===== config.mk =====
export PLATFORM = sky130hd
export DESIGN_NAME = i2s_tx
export DESIGN_NICKNAME = d
export VERILOG_FILES = /design/src/rtl/i2s_tx.sv
export SDC_FILE = /design/constraint.sdc
export NUM_CORES = 1
export LEC_CHECK = 0
export ABC_AREA = 0
export CAP_MARGIN = 20
export CORE_MARGIN = 2
export CORE_UTILIZATION = 61
export CTS_CLUSTER_DIAMETER = 30
export CTS_CLUSTER_SIZE = 25
export DETAILED_ROUTE_END_ITERATION = 10
export DONT_BUFFER_PORTS = 1
export PLACE_DENSITY_LB_ADDON = 0.15
export REMOVE_ABC_BUFFERS = 1
export SLEW_MARGIN = 20
export SYNTH_ARGS = -nofsm -noshare
export SYNTH_HDL_FRONTEND = slang
export SYNTH_SLANG_ARGS = --single-unit

===== constraint.sdc =====
create_clock -name clk -period 3.4 [get_ports clk]
set_input_delay 0.51 -clock clk [delete_from_list [all_inputs] [get_ports clk]]
set_output_delay 0.51 -clock clk [all_outputs]
set_load 0.005 [all_outputs]

===== src/rtl/i2s_tx.sv =====
`timescale 1ns/1ps
// I2S / left-justified / TDM serial audio transmitter with a small sample FIFO.
// mclk and sck come from clk; the data/zero frame decision is made at each bit-index wrap.
module i2s_tx #(
   parameter int DATA_W     = 24,
   parameter int SLOT_W     = 32,
   parameter int CHANNELS   = 2,
   parameter int SCK_DIV    = 8,
   parameter int MCLK_DIV   = 4,
   parameter int FMT        = 0,
   parameter int FIFO_DEPTH = 4
) (
   input  logic                              clk,
   input  logic                              rst,
   input  logic [DATA_W-1:0]                 s_data,
   input  logic                              s_valid,
   output logic                              s_ready,
   output logic                              mclk,
   output logic                              sck,
   output logic                              lrck,
   output logic                              sdout,
   output logic                              underrun,
   output logic [$clog2(FIFO_DEPTH+1)-1:0]   level
);

   localparam int FB  = SLOT_W * CHANNELS;
   localparam int BW  = $clog2(FB);
   localparam int PW  = $clog2(SLOT_W);
   localparam int AW  = $clog2(FIFO_DEPTH);
   localparam int LW  = $clog2(FIFO_DEPTH + 1);
   localparam int SH  = SCK_DIV / 2;
   localparam int MH  = MCLK_DIV / 2;
   localparam int SCW = $clog2(SH + 1);
   localparam int MCW = $clog2(MH + 1);
   localparam logic [BW-1:0] B_LAST = BW'(FB - 1);
   localparam logic [BW-1:0] B_HALF = BW'(FB / 2);
   localparam logic [PW-1:0] P_LAST = PW'(SLOT_W - 1);

   logic [MCW-1:0]    r_mclk_cnt;
   logic              r_mclk;
   logic [SCW-1:0]    r_sck_cnt;
   logic              r_sck;
   logic [BW-1:0]     r_b;
   logic [PW-1:0]     r_pos;
   logic              r_frame_act;
   logic [SLOT_W-1:0] r_shift;
   logic              r_lj;
   logic              r_sdout;
   logic              r_lrck;
   logic              r_underrun;
   logic [DATA_W-1:0] r_mem [FIFO_DEPTH];
   logic [AW-1:0]     r_wr;
   logic [AW-1:0]     r_rd;
   logic [LW-1:0]     r_level;

   logic                     w_fall;
   logic                     w_wrap;
   logic [BW-1:0]            w_b_next;
   logic [BW-1:0]            w_b_next2;
   logic [PW-1:0]            w_pos_next;
   logic                     w_enough;
   logic                     w_act_next;
   logic                     w_pop;
   logic                     w_push;
   logic [DATA_W+SLOT_W-1:0] w_cat;
   logic [SLOT_W-1:0]        w_word;
   logic [SLOT_W-1:0]        w_slot_bits;
   logic                     w_lj_next;
   logic                     w_lrck_next;

   assign w_fall      = r_sck && (r_sck_cnt == '0);
   assign w_wrap      = w_fall && (r_b == B_LAST);
   assign w_b_next    = (r_b == B_LAST) ? '0 : r_b + BW'(1);
   assign w_b_next2   = (w_b_next == B_LAST) ? '0 : w_b_next + BW'(1);
   assign w_pos_next  = (r_pos == P_LAST) ? '0 : r_pos + PW'(1);
   assign w_enough    = r_level >= LW'(CHANNELS);
   assign w_act_next  = w_wrap ? w_enough : r_frame_act;
   assign w_pop       = w_fall && (w_pos_next == '0) && w_act_next;
   assign w_push      = s_valid && s_ready;

   // Sample is MSB-aligned in the slot; the FIFO head is used only at a slot start.
   assign w_cat       = {r_mem[r_rd], {SLOT_W{1'b0}}};
   assign w_word      = w_cat[DATA_W+SLOT_W-1 -: SLOT_W];
   assign w_slot_bits = (w_pos_next == '0) ? (w_act_next ? w_word : '0) : r_shift;
   assign w_lj_next   = w_slot_bits[SLOT_W-1];
   assign w_lrck_next = (FMT == 1) ? (w_b_next >= B_HALF) : (w_b_next2 >= B_HALF);

   always_ff @(posedge clk) begin
      if (!rst) begin
         r_mclk_cnt <= MCW'(MH - 1);
         r_mclk     <= 1'b0;
      end else if (r_mclk_cnt == '0) begin
         r_mclk_cnt <= MCW'(MH - 1);
         r_mclk     <= ~r_mclk;
      end else begin
         r_mclk_cnt <= r_mclk_cnt - MCW'(1);
      end
   end

   always_ff @(posedge clk) begin
      if (!rst) begin
         r_sck_cnt <= SCW'(SH - 1);
         r_sck     <= 1'b0;
      end else if (r_sck_cnt == '0) begin
         r_sck_cnt <= SCW'(SH - 1);
         r_sck     <= ~r_sck;
      end else begin
         r_sck_cnt <= r_sck_cnt - SCW'(1);
      end
   end

   // In I2S mode sdout lags the left-justified stream by one bit via r_lj.
   always_ff @(posedge clk) begin
      if (!rst) begin
         r_b         <= '0;
         r_pos       <= '0;
         r_frame_act <= 1'b0;
         r_shift     <= '0;
         r_lj        <= 1'b0;
         r_sdout     <= 1'b0;
         r_lrck      <= 1'b0;
         r_underrun  <= 1'b0;
      end else begin
         r_underrun <= w_wrap && !w_enough;
         if (w_fall) begin
            r_b         <= w_b_next;
            r_pos       <= w_pos_next;
            r_frame_act <= w_act_next;
            r_shift     <= {w_slot_bits[SLOT_W-2:0], 1'b0};
            r_lj        <= w_lj_next;
            r_sdout     <= (FMT == 1) ? w_lj_next : r_lj;
            r_lrck      <= w_lrck_next;
         end
      end
   end

   always_ff @(posedge clk) begin
      if (!rst) begin
         r_wr    <= '0;
         r_rd    <= '0;
         r_level <= '0;
      end else begin
         if (w_push) r_wr <= r_wr + AW'(1);
         if (w_pop)  r_rd <= r_rd + AW'(1);
         r_level <= r_level + LW'(w_push) - LW'(w_pop);
      end
   end

   always_ff @(posedge clk) begin
      if (w_push) r_mem[r_wr] <= s_data;
   end

   assign s_ready  = r_level < LW'(FIFO_DEPTH);
   assign mclk     = r_mclk;
   assign sck      = r_sck;
   assign lrck     = r_lrck;
   assign sdout    = r_sdout;
   assign underrun = r_underrun;
   assign level    = r_level;

endmodule


# Word-level counts from Yosys, hierarchy flattened

Memories as Yosys holds them, arrays and structs flattened. A register that Yosys moved wholly into a read port is not among the register bits.
Index checks and enable logic that the tools add are counted.

Add/sub/neg operators: 9
Multiply operators: 0
Div/mod/pow operators: 0
Magnitude comparators: 3
Equal/unequal tests: 3
Shift operators: 0
Mux-type cells: 10
Bitwise operators: 3
Reductions and logical operators: 12

Operator list:

| operator            | count |
|---|---|
| $mux 32             | 2 |
| $add 6x1->6 const B | 2 |
| $eq 6x6->1 const B  | 2 |
| $mux 6              | 2 |
| $ge 6x6->1 const B  | 1 |
| $logic_and 1x1->1   | 6 |
| $add 5x1->5 const B | 1 |
| $eq 5x5->1 const B  | 1 |
| $logic_not 5->1     | 1 |
| $mux 5              | 1 |
| $add 2x1->2 const B | 2 |
| $mux 2              | 2 |
| $reduce_or 2->1     | 2 |
| $add 3x1->3         | 1 |
| $ge 3x2->1 const B  | 1 |
| $logic_not 3->1     | 1 |
| $lt 3x3->1 const B  | 1 |
| $mux 1              | 3 |
| $not 1->1           | 3 |
| $sub 3x1->3         | 1 |
| $sub 3x1->3 const B | 1 |
| $logic_not 2->1     | 1 |
| $sub 2x1->2 const B | 1 |
| $logic_not 1->1     | 1 |

Register bits after elaboration: 61
Latch bits: 0
RAM bits: 96
Memory bits (read-only): 0
Bits of input ports: 27
Output and inout port bits: 9
Word-level logic and storage cells: 56
Memories: 1

Memories:

| name  | depth | width | rd ports | clocked after memory_dff | write ports | RTL line | RTL |
|---|---|---|---|---|---|---|---|
| r_mem | 4     | 24    | 1        | 1                        | 1           | 51       | `logic [DATA_W-1:0] r_mem [FIFO_DEPTH];` |

# Longest topological paths before layout

Gate-level depths: netlist (run 1).

Depth in word-level cells: 7
Depth in mapped cells: 15
Mapped depth without buffers: 14

# Least setup slack after synthesis (run 1)

No wires, ideal clock.

Path kind: reg2reg
Start point: register r_pos[0]
End point: register r_level[2], in the netlist level[2]
Setup time: 128 ps
Arrival: 2,977 ps
Data required time: 3,272 ps
Path slack: 296 ps
Stages on the path, launching flop included: 16
Path buffers: 1
Period minus slack after synthesis: 3,104 ps
Cell sequence: dfxtp_1 ha_1 and3_1 ha_1 nor2_1 mux2_4 or4b_4 buf_2 inv_1 ha_1 inv_1 ha_1 inv_1 fa_1 xnor2_1 nor2_1

Longest elaborated chain between the ends: 6
Elaborated cells between the ends (all ways): 7
Classes of those cells: add/sub: 2; eq/ne: 1; mux: 1; reduce/logical: 3

Ends and longest elaborated chain:

| item                                      | RTL line | RTL |
|---|---|---|
| from (decl)                               | 44       | `logic [PW-1:0] r_pos;` |
| from (signal assigned)                    | 127      | `r_pos <= w_pos_next;` |
| $add 5x1->5 or $eq 5x5->1 (tied branches) | 75       | `assign w_pos_next = (r_pos == P_LAST) ? '0 : r_pos + PW'(1);` |
| $mux 5 *                                  | 75       |  |
| $logic_not 5->1 *                         | 78       | `assign w_pop = w_fall && (w_pos_next == '0) && w_act_next;` |
| $logic_and 1x1->1 * (2 in a row)          | 78       |  |
| via w_pop                                 | 63       | `logic w_pop;` |
| $sub 3x1->3 *                             | 145      | `r_level <= r_level + LW'(w_push) - LW'(w_pop);` |
| to (signal assigned)                      | 145      |  |
| to (decl)                                 | 54       | `logic [LW-1:0] r_level;` |

Mark *: on every way through the listed nets, which the timed path passes. The rest lies on a longest branch.
A chain may end at the register's enable or synchronous reset.

# Worst setup path after layout (run 1)

Ends and elaborated chain as after synthesis.

==> results of run 1 <==
cell usage in the layout (no fill, tap or decap), drive strengths merged, types with 2 or more instances in the layout:
cell / n
or3: 5
a211oi: 2
a21oi: 15
clkbuf: 17
mux4: 24
xnor2: 5
nand2: 24
nand3: 17
a221oi: 13
ha: 14
and2: 6
bufinv: 3
inv: 21
clkinv: 6
nor2b: 4
o21ai: 17
and3: 2
nor4: 2
xor2: 3
dfxtp: 55
a31oi: 11
nor3: 5
nor2: 34
nand2b: 13
a21o: 2
mux2i: 2
edfxtp: 96
buf: 10
clkinvlp: 2
routing by layer:
layer	GRT usage	vias up	routed length [µm]	share of wire
li1	-	1586	-	-
met1	0.2670	1658	4476	0.42
met2	0.3706	90	5488	0.51
met3	0.08068	19	533	0.050
met4	0.09717	0	165	0.015
met5	0	-	0	0
power breakdown:
group	internal (mW)	switching [mW]	leakage, nW
logic	0.123	0.182	0.690
registers	2.14	0.0541	1.32
clock network	1.12	0.724	0.289
cell type report:
class	count	area (µm²)	share of cell area
clock buffers	17	414.1	0.06182
clock inverters	15	173.9	0.02596
inverters	17	63.81	0.009526
multi-input cells	230	1822	0.2719
flip-flops and latches	151	3984	0.5947
well taps	133	166.4	0.02484
repair buffers	10	75.07	0.01121
flip-flops by register name (all words and copies together), names as in the netlist, named ones only:
register	cells
level	3
lrck	1
mclk	1
r_b	6
r_frame_act	1
r_lj	1
r_mclk_cnt	2
r_mem	96
r_pos	5
r_rd	2
r_sck_cnt	3
r_shift	23
r_wr	2
sck	1
sdout	1
underrun	1
worst max-delay path, cell delays in order (launching register included):
cell and delay [ns]:
dfxtp_1 0.37, ha_1 0.21, and3_1 0.18, ha_1 0.26
nor2_1 0.06, mux2_4 0.29, or4b_4 0.54, inv_1 0.07
ha_1 0.22, inv_1 0.05, ha_1 0.13, inv_1 0.05
fa_1 0.37, xnor2_1 0.17, nor2_1 0.05
metrics by stage:
step | hold WS (ns) | worst slack [ns] | cells
6_report | 0.07208 | 0.2550 | 573
5_1_grt | 0.03983 | 0.05813 | 573
4_1_cts | 0.02850 | 0.2564 | 573
3_5_place_dp | 0.3847 | 0.2741 | 541
3_3_place_gp | 0.3780 | 0.3431 | 541
2_1_floorplan | 0.3679 | 0.2295 | 398
final timing paths:
| kind | startpoint | to | slack (ns) | depth (start not counted) |
|---|---|---|---|---|
| max | r_pos[0] | level[2] | 0.25 | 14 |
| min | rst | r_sck_cnt[1] | 0.07 | 1 |
| max reg2reg | r_pos[0] | level[2] | 0.25 | 14 |
| min reg2reg | r_sck_cnt[0] | r_sck_cnt[0] | 0.39 | 1 |
cells by family (layout without fill, tap and decap cells):
group	Yosys count	after routing	share of synthesized area
flip-flops	151	151	0.6679
AND/OR/NAND/NOR	117	117	0.09754
AO/OA/AOI/OAI	63	63	0.06692
buffers and inverters	41	59	0.02664
multiplexers	27	27	0.09650
adder cells (fa/ha/maj)	15	15	0.03273
XOR/XNOR	8	8	0.01175
==> out/results.ini, run 1 <==
[logic_synthesis]
synthArstFlopShare = 0
synth.most_common_cell = edfxtp_1
ys_seq_elements = 151
syn_avg_cell_area_um2 = 14.13
synth_cells = 422
synthDistinctLibCells = 38
synth_seq_area_share = 0.6679
synth_top_area_frac = 0.4833
yosysTopAreaCell = edfxtp_1
synth.area.top_cells = edfxtp_1 48%, dfxtp_1 18%, mux4_2 9.1%
ys_warn_count = 0
synth_ff_type = edfxtp_1
synth-edff-count = 96
yosys-top-cells-count = 96 x edfxtp_1, 55 x dfxtp_1, 34 x nor2_1
synth_area_mm2 = 0.005964

[cts]
cts_buffers = 17
postCtsSetupRepairBufs = 0
clk_pin_slew_ns = 0.06
clockRootBuffer = clkbuf_8
worstSkewPairLatency_ns = 0.53
cts_buffer_depth = 2
holdBufCountCts = 0
post_cts_resize_count = 0
htreeDepth = 4
cts_sinks = 151
tritoncts = built

[cells_and_area]
area_growth_pct = 12.31
fin_area_mm2 = 0.006699
fillers = 677
layout-drive-gt1-share = 0.1591
diodes = 0
finalNetCount = 469
utilization = 0.6950

[pwr]
power.total_mw = 4.342
ir_worst_vdd_mv = 0.4638
powerDensity_mw_per_mm2 = 648.2
p_leak_nw = 2.303

[drt]
totalWireLength_um = 10660
drtIter0Drc = 168
vias = 3353
firstDrtPassIters = 4
via_per_inst = 5.852
route.detailed.drc = 0
drt-wirelength-per-cell_um = 18.61
ant_nets = 0

[global_routing]
grt_pass1_wl_um = 16950
gr-total-overflow = 0
track_usage = 0.2243
antenna_found_initial = 0
grt_start_max_net_pins = 39
first_global_vias = 3416

[setup_path]
cp-start-kind = register
worst-setup-path-type = reg -> reg
critical_path_arrival_ns = 3.54
critPathRequiredTime_ns = 3.79
cp_max_fo = 7
endpoint_kind = register

[die]
die_x_um = 102.9
core_area_mm2 = 0.009639
die_area_mm2 = 0.01058
die-height_um = 102.9
start_util = 0.6188
ioPinCount = 36
row_count = 36

[timing]
tightest_slew_ns = 0.9158
finalMaxSlewViolations = 0
fmax_ghz = 0.3180
fin_crit_ns = 3.145
rsz0062_at_grt = false
setup_viol = 0
skew_ns = 0.006217
post-route-period-util = 0.9250
relSlewSlack = 0.3895
setup_tns_ns = 0
final_hold_viol_count = 0

[min_path]
holdCritPathClass = in -> reg

[placed_design]
io_buffers = 0
finalWeightedCongestion = 0.7806
placed_cell_area_mm2 = 0.006111
hpwlAfterDp_um = 6027

[status]
status = complete, no violations

[flow_run]
maxCapViolCount = 0

Note: power is estimated with default switching activity, not from simulation.
==> run 2, diff against run 1 <==
HOLD_SLACK_MARGIN = 0.03   (was unset)
==> out/results.ini, run 2 (synthesis results as in run 1) <==
[status]
status = complete, no violations

[cells_and_area]
final_cell_mix = 96 x edfxtp_1, 55 x dfxtp_1, 34 x nor2_1, 24 x nand2_1, 24 x mux4_2
final_common_cell = edfxtp_1
diodes = 0  ; unchanged
regMostFlops = r_mem
utilization = 0.6960  ; +0.001038
fin_cells = 574  ; +0.17%
area_growth_pct = 12.48
finalNetCount = 470  ; +0.21%
fin_area_mm2 = 0.006709  ; +0.15%
layout-drive-gt1-share = 0.1587  ; -0.0003608
largest_reg_flops = 96  ; unchanged
biggestRegsByFlops = r_mem: 96 flops, r_shift: 23 flops, r_b: 6 flops

[setup_path]
path_depth = 14  ; unchanged
crit_slowest_cell = or4b_4
ff2ff_path_depth = 14  ; unchanged
worst-setup-path-type = reg -> reg
cp_top_family = adder cells
cp-start-kind = register
critical_path_arrival_ns = 3.53  ; about the same
endpoint_kind = register
crit_top_cell = ha_1
critical-path-max-stage-delay_ns = 0.54  ; about the same
cp_max_fo = 7  ; unchanged
worstPathCellList = ha_1, and3_1, ha_1, nor2_1, mux2_4, or4b_4, inv_1, ha_1, inv_1, ha_1, inv_1, fa_1, xnor2_1, nor2_1
path_buf_inv = 3  ; unchanged
critPathRequiredTime_ns = 3.79  ; about the same

[placed_design]
io_buffers = 0  ; unchanged
hpwlAfterDp_um = 6027  ; unchanged
placed_cell_area_mm2 = 0.006111  ; unchanged
place_inst = 541  ; unchanged
finalWeightedCongestion = 0.7806  ; unchanged

[cts]
postCtsSetupRepairBufs = 0  ; unchanged
cts_sinks = 151  ; unchanged
tritoncts = built
cts_buffer_depth = 2  ; unchanged
post_cts_resize_count = 0  ; unchanged
htreeDepth = 4  ; unchanged
cts_buffers = 17  ; unchanged
clockRootBuffer = clkbuf_8
worstSkewPairLatency_ns = 0.53  ; about the same
clk_pin_slew_ns = 0.06  ; about the same

[global_routing]
first_global_vias = 3425  ; +0.26%
gr-total-overflow = 0  ; unchanged
antenna_found_initial = 0  ; unchanged
grt_start_max_net_pins = 39  ; unchanged
track_usage = 0.2249  ; +0.0005882
grt_pass1_wl_um = 16990  ; +0.24%

[timing]
fin_crit_ns = 3.136  ; -0.009464 ns
fin_hold_ws_ns = 0.07366  ; +0.001584 ns
final_hold_viol_count = 0  ; unchanged
post-route-period-util = 0.9222  ; -0.002784
finalMaxSlewViolations = 0  ; unchanged
relSlewSlack = 0.3801  ; -0.009311
setup_viol = 0  ; unchanged
rsz0062_at_grt = false
tightest_slew_ns = 0.9298  ; +0.01397 ns
skew_ns = 0.004984  ; -0.001234 ns
fmax_ghz = 0.3189  ; +0.30%
setup_tns_ns = 0  ; unchanged

[pwr]
powerDensity_mw_per_mm2 = 647.7  ; about the same
p_leak_nw = 2.307  ; +0.18%
ir_worst_vdd_mv = 0.4646  ; +0.19%

[drt]
totalWireLength_um = 10680  ; +0.18%
drt-wirelength-per-cell_um = 18.61  ; about the same
route.detailed.drc = 0  ; unchanged
firstDrtPassIters = 6  ; +2
via_per_inst = 5.854  ; about the same
drtIter0Drc = 177  ; +5.4%
ant_nets = 0  ; unchanged
vias = 3360  ; +0.21%

[die]
start_util = 0.6188  ; unchanged
die_area_mm2 = 0.01058  ; unchanged
ioPinCount = 36  ; unchanged
die-height_um = 102.9  ; unchanged
die_x_um = 102.9  ; unchanged
row_count = 36  ; unchanged
core_area_mm2 = 0.009639  ; unchanged

[min_path]
holdCritPathClass = in -> reg
whs_path_depth = 0  ; -1

[flow_run]
maxCapViolCount = 0  ; unchanged

[run 2: worst reg2reg max path, cell delays in order (launching register included)]
cell and delay [ns]:
dfxtp_1 0.37, ha_1 0.21, and3_1 0.18, ha_1 0.25
nor2_1 0.06, mux2_4 0.29, or4b_4 0.54, inv_1 0.07
ha_1 0.22, inv_1 0.05, ha_1 0.13, inv_1 0.05
fa_1 0.37, xnor2_1 0.17, nor2_1 0.05
[run 2: through the flow]
stage          setup slack, ns  total power, mW
3_5_place_dp            0.2741            2.543
3_3_place_gp            0.3431            2.525
5_1_grt                0.05814            4.509
4_1_cts                 0.2564            4.393
6_report                0.2644            4.346
2_1_floorplan           0.2295            2.437
[run 2: layer usage]
metal / vias up / GRT usage / share of wire
met3: 20 / 0.08339 / 0.056
met4: 0 / 0.09717 / 0.018
met2: 91 / 0.3736 / 0.51
met1: 1662 / 0.2642 / 0.41
li1: 1587 / - / -
met5: - / 0 / 0
[run 2: path summary, 6_finish.rpt]
| kind | start | end | slack [ns] |
|---|---|---|---|
| max reg2reg | r_pos[0] | level[2] | 0.26 |
| min reg2reg | r_sck_cnt[0] | r_sck_cnt[0] | 0.40 |
| max | r_pos[0] | level[2] | 0.26 |
| min | s_data[13] | r_mem[2][13] | 0.07 |
[run 2: cell type report]
class | instances | area, µm²
timing repair buffer | 11 | 85.08
sequential | 151 | 3984
tap | 133 | 166.4
multi-input combinational | 230 | 1822
clock buffer | 17 | 414.1
inverter | 17 | 63.81
fill | 676 | 2930
clock inverter | 15 | 173.9
[run 2: repair_timing]
| action | 4_1_cts | 5_1_grt |
|---|---|---|
| endpoints found under the setup margin | 0 | 0 |
| hold endpoints to repair | 2 | 0 |
| hold buffers | 1 | 0 |
[run 2: report_power, final]
| group | switching [mW] | internal, mW | total, mW |
|---|---|---|---|
| Sequential | 0.0541 | 2.14 | 2.19 |
| Combinational | 0.183 | 0.123 | 0.306 |
| Clock | 0.727 | 1.12 | 1.85 |
